[config.mk]
export PLATFORM = sky130hd
export DESIGN_NAME = osd_cdm_du_responder
export DESIGN_NICKNAME = d
export VERILOG_FILES = /design/src/rtl/osd_cdm_du_responder.sv
export SDC_FILE = /design/constraint.sdc
export NUM_CORES = 1
export LEC_CHECK = 0
export ABC_CLOCK_PERIOD_IN_PS = 2500
export CAP_MARGIN = 15
export CORE_UTILIZATION = 40
export DETAILED_ROUTE_END_ITERATION = 16
export PLACE_DENSITY = 0.65
export SYNTH_ARGS = -nofsm -noshare
export SYNTH_HDL_FRONTEND = slang
export SYNTH_SLANG_ARGS = --single-unit
[constraint.sdc]
create_clock -name clk -period 2.5 [get_ports clk]
set_clock_uncertainty 0.2 [all_clocks]
set_input_delay 0.25 -clock clk [delete_from_list [all_inputs] [get_ports clk]]
set_output_delay 0.25 -clock clk [all_outputs]
set_load 0.01 [all_outputs]
[src/rtl/osd_cdm_du_responder.sv]
// ============================================================================
// osd_cdm_du_responder
// ----------------------------------------------------------------------------
// Core-side responder for the CDM debug-unit (du_*) interface, one per core.
// Local debug-group registers (du_adr_i[15:11] == DBG_GROUP) are served
// here; every other address is forwarded to the CPU SPR port. The block also
// tracks breakpoint halts and drives the pipeline stall.
//
// Local register map (offset = du_adr_i[10:0] inside the debug group):
//   0x000 DCTRL   bit0 BP_EN, other bits RAZ/WI
//   0x001 DSTAT   bit0 BP_STOP, bit1 TIMEOUT_ERR, write-1-to-clear
//   0x002 DHITCNT saturating count of qualified bp_hit pulses, any write
//                 clears (only with OSD_CDM_DU_HITCNT_EN, else RAZ/WI)
//   others        RAZ/WI, still acknowledged
//
// Optional feature macro: OSD_CDM_DU_HITCNT_EN (adds DHITCNT).
//
// Ports:
//   clk, rst     clock, synchronous active-high reset
//   du_stall_i   CDM stall request (level)
//   du_stall_o   core halted by breakpoint
//   du_stb_i     access strobe, held by the CDM until du_ack_o
//   du_ack_o     one-cycle completion pulse
//   du_adr_i     register address
//   du_we_i      1 = write, 0 = read
//   du_dat_i     write data
//   du_dat_o     read data, held until the next read completes
//   cpu_stall    stall to pipeline (du_stall_i | bp_stall, registered)
//   bp_hit       one-cycle breakpoint/trap pulse from the core
//   spr_req      SPR request, held until spr_ack or timeout
//   spr_we       SPR write enable
//   spr_addr     SPR address
//   spr_wdata    SPR write data
//   spr_rdata    SPR read data, valid with spr_ack
//   spr_ack      SPR completion pulse
// ============================================================================
module osd_cdm_du_responder #(
    parameter logic [4:0]  DBG_GROUP = 5'd6,
    parameter int          TIMEOUT   = 16,
    parameter logic [31:0] ERR_DATA  = 32'hDEADBEEF
) (
    input  logic        clk,
    input  logic        rst,
    input  logic        du_stall_i,
    output logic        du_stall_o,
    input  logic        du_stb_i,
    output logic        du_ack_o,
    input  logic [15:0] du_adr_i,
    input  logic        du_we_i,
    input  logic [31:0] du_dat_i,
    output logic [31:0] du_dat_o,
    output logic        cpu_stall,
    input  logic        bp_hit,
    output logic        spr_req,
    output logic        spr_we,
    output logic [15:0] spr_addr,
    output logic [31:0] spr_wdata,
    input  logic [31:0] spr_rdata,
    input  logic        spr_ack
);

    typedef enum logic [2:0] {
        IDLE,
        LOCAL,
        SPR_REQ,
        SPR_WAIT,
        ACK,
        RELEASE
    } state_t;

    localparam int                CNT_W    = $clog2(TIMEOUT + 1);
    localparam logic [CNT_W-1:0]  CNT_LAST = CNT_W'(TIMEOUT - 1);

    localparam logic [10:0] OFF_DCTRL   = 11'd0;
    localparam logic [10:0] OFF_DSTAT   = 11'd1;
`ifdef OSD_CDM_DU_HITCNT_EN
    localparam logic [10:0] OFF_DHITCNT = 11'd2;
`endif

    state_t           state;
    logic [15:0]      adr_q;
    logic             we_q;
    logic [31:0]      wdata_q;
    logic [31:0]      rdata_q;
    logic [CNT_W-1:0] cnt;

    logic             bp_en;
    logic             bp_stop;
    logic             timeout_err;
    logic             bp_stall;
    logic             du_stall_q;

    logic [10:0]      off;
    logic             local_wr;
    logic             wr_dctrl;
    logic             wr_dstat;
    logic             bp_set;
    logic             stall_fall;
    logic             timeout_hit;
    logic             bp_stall_next;
    logic [31:0]      local_rdata;

`ifdef OSD_CDM_DU_HITCNT_EN
    logic [31:0]      hitcnt;
    logic             wr_hitcnt;
`endif

    // ------------------------------------------------------------------------
    // Decode of the captured access (only meaningful in the LOCAL state)
    // ------------------------------------------------------------------------
    assign off         = adr_q[10:0];
    assign local_wr    = (state == LOCAL) && we_q;
    assign wr_dctrl    = local_wr && (off == OFF_DCTRL);
    assign wr_dstat    = local_wr && (off == OFF_DSTAT);
`ifdef OSD_CDM_DU_HITCNT_EN
    assign wr_hitcnt   = local_wr && (off == OFF_DHITCNT);
`endif

    assign bp_set      = bp_hit && bp_en;
    assign stall_fall  = du_stall_q && !du_stall_i;
    assign timeout_hit = (state == SPR_WAIT) && !spr_ack && (cnt == CNT_LAST);

    assign du_stall_o  = bp_stall;

    // Set has priority over both clearing sources.
    always_comb begin
        // NOTE: every always_comb output gets a default first so no path
        // can leave it unassigned and infer a latch.
        bp_stall_next = bp_stall;
        if (bp_set) begin
            bp_stall_next = 1'b1;
        end else if (stall_fall || (wr_dstat && wdata_q[0])) begin
            bp_stall_next = 1'b0;
        end
    end

    always_comb begin
        local_rdata = '0;
        case (off)
            OFF_DCTRL:   local_rdata = {31'b0, bp_en};
            OFF_DSTAT:   local_rdata = {30'b0, timeout_err, bp_stop};
`ifdef OSD_CDM_DU_HITCNT_EN
            OFF_DHITCNT: local_rdata = hitcnt;
`endif
            default:     local_rdata = '0;
        endcase
    end

    // ------------------------------------------------------------------------
    // Access FSM with registered du_* and spr_* outputs
    // ------------------------------------------------------------------------
    // NOTE: sequential state uses non-blocking assignments only, so every
    // flop samples the pre-edge value of every other flop.
    always_ff @(posedge clk) begin
        if (rst) begin
            state     <= IDLE;
            adr_q     <= '0;
            we_q      <= 1'b0;
            wdata_q   <= '0;
            rdata_q   <= '0;
            cnt       <= '0;
            du_ack_o  <= 1'b0;
            du_dat_o  <= '0;
            spr_req   <= 1'b0;
            spr_we    <= 1'b0;
            spr_addr  <= '0;
            spr_wdata <= '0;
        end else begin
            du_ack_o <= 1'b0;
            case (state)
                IDLE: begin
                    if (du_stb_i) begin
                        // Capture once; later changes on du_* are ignored.
                        adr_q   <= du_adr_i;
                        we_q    <= du_we_i;
                        wdata_q <= du_dat_i;
                        state   <= (du_adr_i[15:11] == DBG_GROUP) ? LOCAL : SPR_REQ;
                    end
                end
                LOCAL: begin
                    if (!we_q) rdata_q <= local_rdata;
                    state <= ACK;
                end
                SPR_REQ: begin
                    spr_req   <= 1'b1;
                    spr_we    <= we_q;
                    spr_addr  <= adr_q;
                    spr_wdata <= wdata_q;
                    cnt       <= '0;
                    state     <= SPR_WAIT;
                end
                SPR_WAIT: begin
                    if (spr_ack) begin
                        spr_req <= 1'b0;
                        spr_we  <= 1'b0;
                        if (!we_q) rdata_q <= spr_rdata;
                        state <= ACK;
                    end else if (timeout_hit) begin
                        // spr_req has now been high for TIMEOUT cycles.
                        spr_req <= 1'b0;
                        spr_we  <= 1'b0;
                        if (!we_q) rdata_q <= ERR_DATA;
                        state <= ACK;
                    end else begin
                        cnt <= cnt + CNT_W'(1);
                    end
                end
                ACK: begin
                    du_ack_o <= 1'b1;
                    if (!we_q) du_dat_o <= rdata_q;
                    state <= RELEASE;
                end
                RELEASE: begin
                    // A strobe still held after the ack is not a new access.
                    if (!du_stb_i) state <= IDLE;
                end
                default: state <= IDLE;
            endcase
        end
    end

    // ------------------------------------------------------------------------
    // Debug control/status and stall tracking
    // ------------------------------------------------------------------------
    always_ff @(posedge clk) begin
        if (rst) begin
            bp_en       <= 1'b0;
            bp_stop     <= 1'b0;
            timeout_err <= 1'b0;
            bp_stall    <= 1'b0;
            du_stall_q  <= 1'b0;
            cpu_stall   <= 1'b0;
        end else begin
            du_stall_q <= du_stall_i;
            bp_stall   <= bp_stall_next;
            // Uses the next bp_stall so a breakpoint stalls the pipeline in
            // the same cycle du_stall_o rises.
            cpu_stall  <= du_stall_i || bp_stall_next;

            if (wr_dctrl) bp_en <= wdata_q[0];

            if (bp_set) begin
                bp_stop <= 1'b1;
            end else if (wr_dstat && wdata_q[0]) begin
                bp_stop <= 1'b0;
            end

            if (timeout_hit) begin
                timeout_err <= 1'b1;
            end else if (wr_dstat && wdata_q[1]) begin
                timeout_err <= 1'b0;
            end
        end
    end

`ifdef OSD_CDM_DU_HITCNT_EN
    // Saturating hit counter; a write in the same cycle as a hit clears it.
    always_ff @(posedge clk) begin
        if (rst) begin
            hitcnt <= '0;
        end else if (wr_hitcnt) begin
            hitcnt <= '0;
        end else if (bp_set && (hitcnt != 32'hFFFF_FFFF)) begin
            hitcnt <= hitcnt + 32'd1;
        end
    end
`endif

endmodule

==> summary.md, run 1 <==
| Metric | Value |
|---|---|
| Max-cap violations | `0` |
| Syn Inst Count | `817` |
| Dpl hpwl | `11100 um` |
| Initial antenna violation count | `0` |
| Wirelength, routed | `17200 um` |
| Slew margin rel. | `39.3%` |
| H-Tree Depth | `4` |
| Critical Path Fanout Max | `9` |
| Final period utilization | `94.6%` |
| Syn_nets | `906` |
| Worst-Margin Slew | `0.910 ns` |
| Synthesized area per cell | `8.10 um2` |
| Synth-to-Final Area Change | `38.3%` |
| Clk buf depth | `2` |
| Final GP Congestion | `0.746` |
| RSZ-0062 raised after global routing | `false` |
| Pre-CTS WS | `0.116 ns` |
| Gr usage total | `20.7%` |
| Vias/cell | `4.94` |
| Final antenna-violating net count | `0` |
| Clock Sinks | `178` |
| FILL cells | `1547` |
| CP Capture Type | `flip-flop` |
| Iter 0 DRT Violations | `326` |
| PwrDens | `724 nW/um2` |
| Min Tclk post-route | `2.36 ns` |
| Share of layout cells above drive strength 1 | `7.39%` |
| Starting density of the core | `41.4%` |
| Post-CTS Hold Fix Bufs | `0` |
| First-pass GRT wire length | `27200 um` |
| GRT overflow | `0` |
| Number of core rows | `46` |
| Setup_tns | `0 ns` |
| CP peak stage delay | `0.42 ns` |
| Status | `completed` |
| Number of flops mapped to enable cells by yosys | `0` |
| # diodes | `0` |
| Die H | `131 um` |
| FFs w/ async S/R, synth | `0%` |
| Highest Clock Rate | `0.423 GHz` |
| Ys Warns | `0` |
| Worst EP required | `2.59 ns` |
| Nets | `1050` |
| Largest net degree at the start of global routing | `94` |
| Critical path's slowest cell | `or3b_4` |
| Clk_lat worst skew | `0.43 ns` |
| CP Class | `reg -> reg` |
| Die Footprint | `17100 um2` |
| CTS clk-pin slew, worst paths | `0.07 ns` |
| CP arrival | `2.46 ns` |
| Overall die width | `131 um` |
| Clock Tree Root | `clkbuf_16` |
| Cell variety after synth | `46` |
| Pleak | `3.14 nW` |
| Setup ws final | `0.135 ns` |
| CTS Buf Count | `17` |
| Routed len/inst | `14.5 um` |
| Vias post-DR | `5874` |
| # setup viols final | `0` |
| Crit path cell chain | `ha_1, and3_1, ha_1, or3b_4, and3_1, buf_4, o221ai_1, a21oi_1` |
| Vias in the first global route | `5232` |
| Startpoint Class | `flip-flop` |
| DRT Pass-1 Iters | `5` |
| Post-synthesis register bit count | `178` |
| Ports | `172` |
| Core area | `16000 um2` |
| Sequential area share after synthesis | `53.8%` |
| Syn Std Cell Area | `6620 um2` |
| Most common library cell in the layout ignoring fill and taps | `nand2_1` |
| Port bufs | `171` |
| Hold Fails Final Rpt | `0` |
| Min-Delay Path Class | `in -> reg` |
| Slew Limit Fails | `0` |
| Most frequent cells in the layout | `292 x nand2_1, 178 x dfxtp_1, 170 x clkdlybuf4s50_1` |
| VDD IR max | `0.486 mV` |
| DRC violations left | `0` |
| CTS tree | `yes` |
| Post-CTS setup buffers | `0` |
| Ys flop type | `dfxtp_1` |
==> through the flow <==
stage	hold WS, ns	cells	power (mW)	utilization [%]	cell area [um2]
3_5_place_dp	0.242	1158	3.94	53.4	8540
5_1_grt	0.0378	1190	6.92	57.2	9160
3_3_place_gp	0.238	1158	3.93	53.4	8540
6_report	0.0254	1190	6.63	57.2	9160
2_1_floorplan	0.178	817	3.54	-	6620
4_1_cts	0.0137	1190	6.70	57.2	9150
==> kinds of logic after synthesis <==
family / Yosys count / share of synthesized area (%)
simple gates: 354 / 22.2
compound gates: 212 / 18.5
flops: 178 / 53.8
buf+inv: 68 / 4.69
mux: 3 / 0.491
fa+ha+maj: 2 / 0.378
==> cell usage after synthesis (all sizes together) (2+ instances only) <==
cell type | instances | area share, %
a21oi | 162 | 12
a22oi | 10 | 1.1
a31oi | 3 | 0.28
and3 | 4 | 0.38
buf | 36 | 2.9
clkbuf | 29 | 1.7
dfxtp | 178 | 54
ha | 2 | 0.38
inv | 3 | 0.17
mux2 | 2 | 0.34
nand2 | 292 | 17
nand2b | 4 | 0.38
nand3 | 6 | 0.45
nand3b | 3 | 0.34
nand4 | 3 | 0.28
nor2 | 20 | 1.2
nor3b | 2 | 0.23
nor4 | 3 | 0.28
nor4b | 2 | 0.36
nor4bb | 3 | 0.45
o211ai | 23 | 3.4
o21ai | 7 | 0.53
or2 | 5 | 0.47
or3b | 2 | 0.26
==> registers in the layout, summed over array words and instances, names as in the netlist, 3 cells and up <==
| signal | flops |
|---|---|
| cnt | 5 |
| du_dat_o | 32 |
| spr_addr | 16 |
| state | 3 |
| spr_wdata | 32 |
| rdata_q | 32 |
| adr_q | 16 |
| wdata_q | 32 |
==> layer usage <==
| metal | global-route usage, % | routed length (um) | vias to the layer above |
|---|---|---|---|
| met2 | 30.7 | 7690 | 140 |
| met1 | 28.2 | 8080 | 2709 |
| met5 | 0 | 0 | - |
| met3 | 6.80 | 1260 | 13 |
| li1 | - | - | 3012 |
| met4 | 6.90 | 165 | 0 |
==> cell type report <==
| class | count | area, um2 | area share, % |
|---|---|---|---|
| Multi-Input combinational cell | 571 | 2770 | 30.2 |
| Clock inverter | 13 | 174 | 1.90 |
| Inverter | 3 | 11.3 | 0.123 |
| Sequential cell | 178 | 3560 | 38.9 |
| Tap cell | 216 | 270 | 2.95 |
| Timing Repair Buffer | 190 | 1930 | 21.0 |
| Clock buffer | 19 | 443 | 4.84 |
==> path summary, 6_finish.rpt <==
kind / start / end / slack (ns) / cells past startpoint
worst max-delay path: cnt[0]$_SDFFE_PP0P_ / rdata_q[0]$_SDFFE_PP0P_ / 0.14 / 8
worst min register to register: rdata_q[7]$_SDFFE_PP0P_ / du_dat_o[7]$_SDFFE_PP0P_ / 0.25 / 2
worst min-delay path: rst / wdata_q[9]$_SDFFE_PP0P_ / 0.03 / 2
worst max register to register: cnt[0]$_SDFFE_PP0P_ / rdata_q[0]$_SDFFE_PP0P_ / 0.14 / 8
==> what timing repair did <==
| action | CTS | global route |
|---|---|---|
| hold endpoints to repair | 0 | 0 |
| setup endpoints to repair | 0 | 2 |
| resized for setup | 0 | 1 |
==> report_power, final <==
group	switching (mW)	internal [mW]	total [mW]
registers	0.0843	2.95	3.04
clock network	1.14	1.62	2.76
logic	0.470	0.359	0.829
==> critical path, delay by kind of cell, from the launching register on <==
family                   cells  cell delay (ns)
AO/OA/AOI/OAI                2             0.26
buffers and inverters        1             0.17
flip-flops                   1             0.34
AND/OR/NAND/NOR              3             0.80
adder cells (fa/ha/maj)      2             0.47
Power figures use the tool's default switching activity.
==> run 2, diff against run 1 <==
--- a/config.mk
+++ b/config.mk
@@ -9,7 +9,7 @@
 export CAP_MARGIN = 15
 export CORE_UTILIZATION = 40
 export DETAILED_ROUTE_END_ITERATION = 16
-export PLACE_DENSITY = 0.65
+export PLACE_DENSITY = 0.73
 export SYNTH_ARGS = -nofsm -noshare
 export SYNTH_HDL_FRONTEND = slang
 export SYNTH_SLANG_ARGS = --single-unit
==> run 2 against run 1 <==
Net effect:
- sequential cell count is the same
- hold slack better by 0.14 ns
- die area unchanged
- global-route usage decreased by 0.65 points
- clock power is essentially flat
- critical path depth is the same
- critical path type unchanged
- final cell count fell by 0.34%
==> summary.md, run 2 (same netlist as run 1, synthesis figures left out) <==
| Metric | Value |
|---|---|
| Status | `completed (unchanged)` |
| Critical path's slowest cell | `or3b_4 (unchanged)` |
| Pint | `4.95 mW (was 4.93 mW)` |
| Final GP Congestion | `0.797 (was 0.746)` |
| Port bufs | `171 (unchanged)` |
| Vias in the first global route | `5409 (was 5232)` |
| Initial antenna violation count | `1 (was 0)` |
| Hold Fails Final Rpt | `0 (unchanged)` |
| DRT Pass-1 Iters | `5 (unchanged)` |
| Clock Tree Root | `clkbuf_16 (unchanged)` |
| Gr usage total | `20.1% (was 20.7%)` |
| Slew margin rel. | `41.1% (was 39.3%)` |
| CTS clk-pin slew, worst paths | `0.07 ns (about the same)` |
| Clk_lat worst skew | `0.42 ns (was 0.43 ns)` |
| Iter 0 DRT Violations | `276 (was 326)` |
| Clk pwr share | `42.0% (was 41.7%)` |
| Highest Clock Rate | `0.432 GHz (was 0.423 GHz)` |
| First-pass GRT wire length | `26800 um (was 27200 um)` |
| Routed len/inst | `14.2 um (was 14.5 um)` |
| Combinational share of power | `12.3% (was 12.5%)` |
| Worst-Margin Slew | `0.883 ns (was 0.910 ns)` |
| Crit path cell chain | `ha_1, and3_1, ha_1, or3b_4, and3_1, buf_6, o211ai_1, a21oi_1 (was ha_1, and3_1, ha_1, or3b_4, and3_1, buf_4, o221ai_1, a21oi_1)` |
| DRC violations left | `0 (unchanged)` |
| VDD IR max | `0.485 mV (was 0.486 mV)` |
| CP Class | `reg -> reg (unchanged)` |
| Sw power | `1.69 mW (was 1.70 mW)` |
| Wirelength, routed | `16800 um (was 17200 um)` |
| # setup viols final | `0 (unchanged)` |
| Starting density of the core | `41.4% (unchanged)` |
| Pleak | `3.13 nW (was 3.14 nW)` |
| Reg-to-reg startpoint | `cnt[0]$_SDFFE_PP0P_ (unchanged)` |
| Ports | `172 (unchanged)` |
| Nets | `1046 (was 1050)` |
| Vias/cell | `5.04 (was 4.94)` |
| CP arrival | `2.41 ns (was 2.46 ns)` |
| Hold Path Stages | `3 (was 2)` |
| CP top delay family | `simple AND/OR/NAND/NOR gates (unchanged)` |
| Hold EP | `wdata_q[24]$_SDFFE_PP0P_ (was wdata_q[9]$_SDFFE_PP0P_)` |
| Depth of the most critical reg-to-reg path | `8 (unchanged)` |
| Dpl hpwl | `10600 um (was 11100 um)` |
| Final antenna-violating net count | `0 (unchanged)` |
| CTS tree | `yes (unchanged)` |
| Setup_tns | `0 ns (unchanged)` |
| Final period utilization | `92.5% (was 94.6%)` |
| Vias post-DR | `5978 (was 5874)` |
| Min-Delay Path Class | `in -> reg (unchanged)` |
| CP Capture Type | `flip-flop (unchanged)` |
| R2r endpoint | `rdata_q[7]$_SDFFE_PP0P_ (was rdata_q[0]$_SDFFE_PP0P_)` |
| PwrDens | `725 nW/um2 (was 724 nW/um2)` |
| Net Sw Frac | `25.5% (was 25.6%)` |
| Max-cap violations | `0 (unchanged)` |
| Die H | `131 um (unchanged)` |
| Most frequent cells in the layout | `292 x nand2_1, 178 x dfxtp_1, 170 x clkdlybuf4s50_1 (unchanged)` |
| H-Tree Depth | `4 (unchanged)` |
| Core area | `16000 um2 (unchanged)` |
| Most common library cell in the layout ignoring fill and taps | `nand2_1 (unchanged)` |
| Slew Limit Fails | `0 (unchanged)` |
| Largest net degree at the start of global routing | `87 (was 94)` |
| Hold path start | `du_dat_i[24] (was rst)` |
| GRT overflow | `0 (unchanged)` |
| Min Tclk post-route | `2.31 ns (was 2.36 ns)` |
| Seq pwr share | `45.7% (was 45.8%)` |
| Post-CTS setup buffers | `0 (unchanged)` |
| Clk buf depth | `2 (unchanged)` |
| # diodes | `0 (unchanged)` |
| Startpoint Class | `flip-flop (unchanged)` |
| Footprint of the multi-input gates | `2770 um2 (unchanged)` |
| Critical path buffers and inverters | `1 (unchanged)` |
| Overall die width | `131 um (unchanged)` |
| Worst EP required | `2.60 ns (was 2.59 ns)` |
| R2R Setup Slk | `0.19 ns (was 0.14 ns)` |
| Clock Sinks | `178 (unchanged)` |
| CTS Buf Count | `17 (unchanged)` |
| CP peak stage delay | `0.41 ns (was 0.42 ns)` |
| Synth-to-Final Area Change | `38.3% (about the same)` |
| Die Footprint | `17100 um2 (unchanged)` |
| Register area | `3560 um2 (unchanged)` |
| Overall Power | `6.64 mW (was 6.63 mW)` |
| Critical Path Fanout Max | `22 (was 9)` |
| FILL cells | `1500 (was 1547)` |
| Number of core rows | `46 (unchanged)` |
| Share of layout cells above drive strength 1 | `7.01% (was 7.39%)` |
| RSZ-0062 raised after global routing | `false (unchanged)` |
-- run 2: cell count changes in the layout (fill, tap and decap cells not counted), sizes merged --
| cell | previous run | this run |
|---|---|---|
| buf | 20 | 15 |
| clkinv | 4 | 5 |
| dlygate4sd3 | 0 | 1 |
| inv | 7 | 6 |
-- run 2: metal layers --
metal  vias up  global-route usage (%)  routed length, um
met3        22                    8.22               1410
met5         -                       0                  0
met2       178                    30.7               7540
li1       3006                       -                  -
met1      2772                    25.6               7550
met4         0                    6.63                302
-- run 2: repair_timing --
action / CTS / global route
setup endpoints to repair: 0 / 18
hold endpoints to repair: 10 / 0
hold buffers: 1 / 0
gates resized for setup: 0 / 2
-- run 2: through the flow --
stage          hold WS (ns)  instances  worst slack (ns)  cell area (um2)  util (%)
5_1_grt               0.161       1186            0.0129             9160      57.2
4_1_cts               0.144       1186             0.119             9150      57.2
3_3_place_gp          0.238       1153             0.168             8510      53.2
6_report              0.163       1186             0.188             9160      57.2
2_1_floorplan         0.178        817             0.265             6620         -
3_5_place_dp          0.244       1153             0.127             8510      53.2
-- run 2: how the worst max path moves through the flow --
stage / cells after the start / start / slack [ns] / to
2_1_floorplan: 9 / cnt[0]$_SDFFE_PP0P_ / 0.27 / rdata_q[10]$_SDFFE_PP0P_
3_3_place_gp: 8 / cnt[0]$_SDFFE_PP0P_ / 0.17 / rdata_q[15]$_SDFFE_PP0P_
3_5_place_dp: 8 / cnt[0]$_SDFFE_PP0P_ / 0.13 / rdata_q[7]$_SDFFE_PP0P_
4_1_cts: 8 / cnt[0]$_SDFFE_PP0P_ / 0.12 / rdata_q[7]$_SDFFE_PP0P_
5_1_grt: 8 / cnt[0]$_SDFFE_PP0P_ / 0.01 / rdata_q[15]$_SDFFE_PP0P_
6_report: 8 / cnt[0]$_SDFFE_PP0P_ / 0.19 / rdata_q[7]$_SDFFE_PP0P_
-- run 2: layout make-up --
type	instances	area share [%]
Sequential cell	178	38.9
Timing Repair Buffer	186	20.9
Tap cell	216	2.95
Inverter	3	0.123
Multi-Input combinational cell	571	30.2
Clock inverter	13	1.93
Clock buffer	19	4.95
-- run 2: worst reg2reg max path: stages (launching register included) --
cell and delay [ns]:
dfxtp_1 0.34, ha_1 0.22, and3_1 0.18, ha_1 0.24, or3b_4 0.41, and3_1 0.20
buf_6 0.18, o211ai_1 0.12, a21oi_1 0.09
-- run 2: power groups by stage --
| stage | sequential [mW] | combinational (mW) | clock (mW) |
|---|---|---|---|
| after global routing | 3.05 | 0.899 | 2.96 |
| after detailed placement | 3.10 | 0.814 | 0 |
| final | 3.04 | 0.815 | 2.79 |
| after CTS | 3.03 | 0.822 | 2.85 |
| after floorplan | 3.08 | 0.452 | 0 |
| after global placement | 3.10 | 0.811 | 0 |
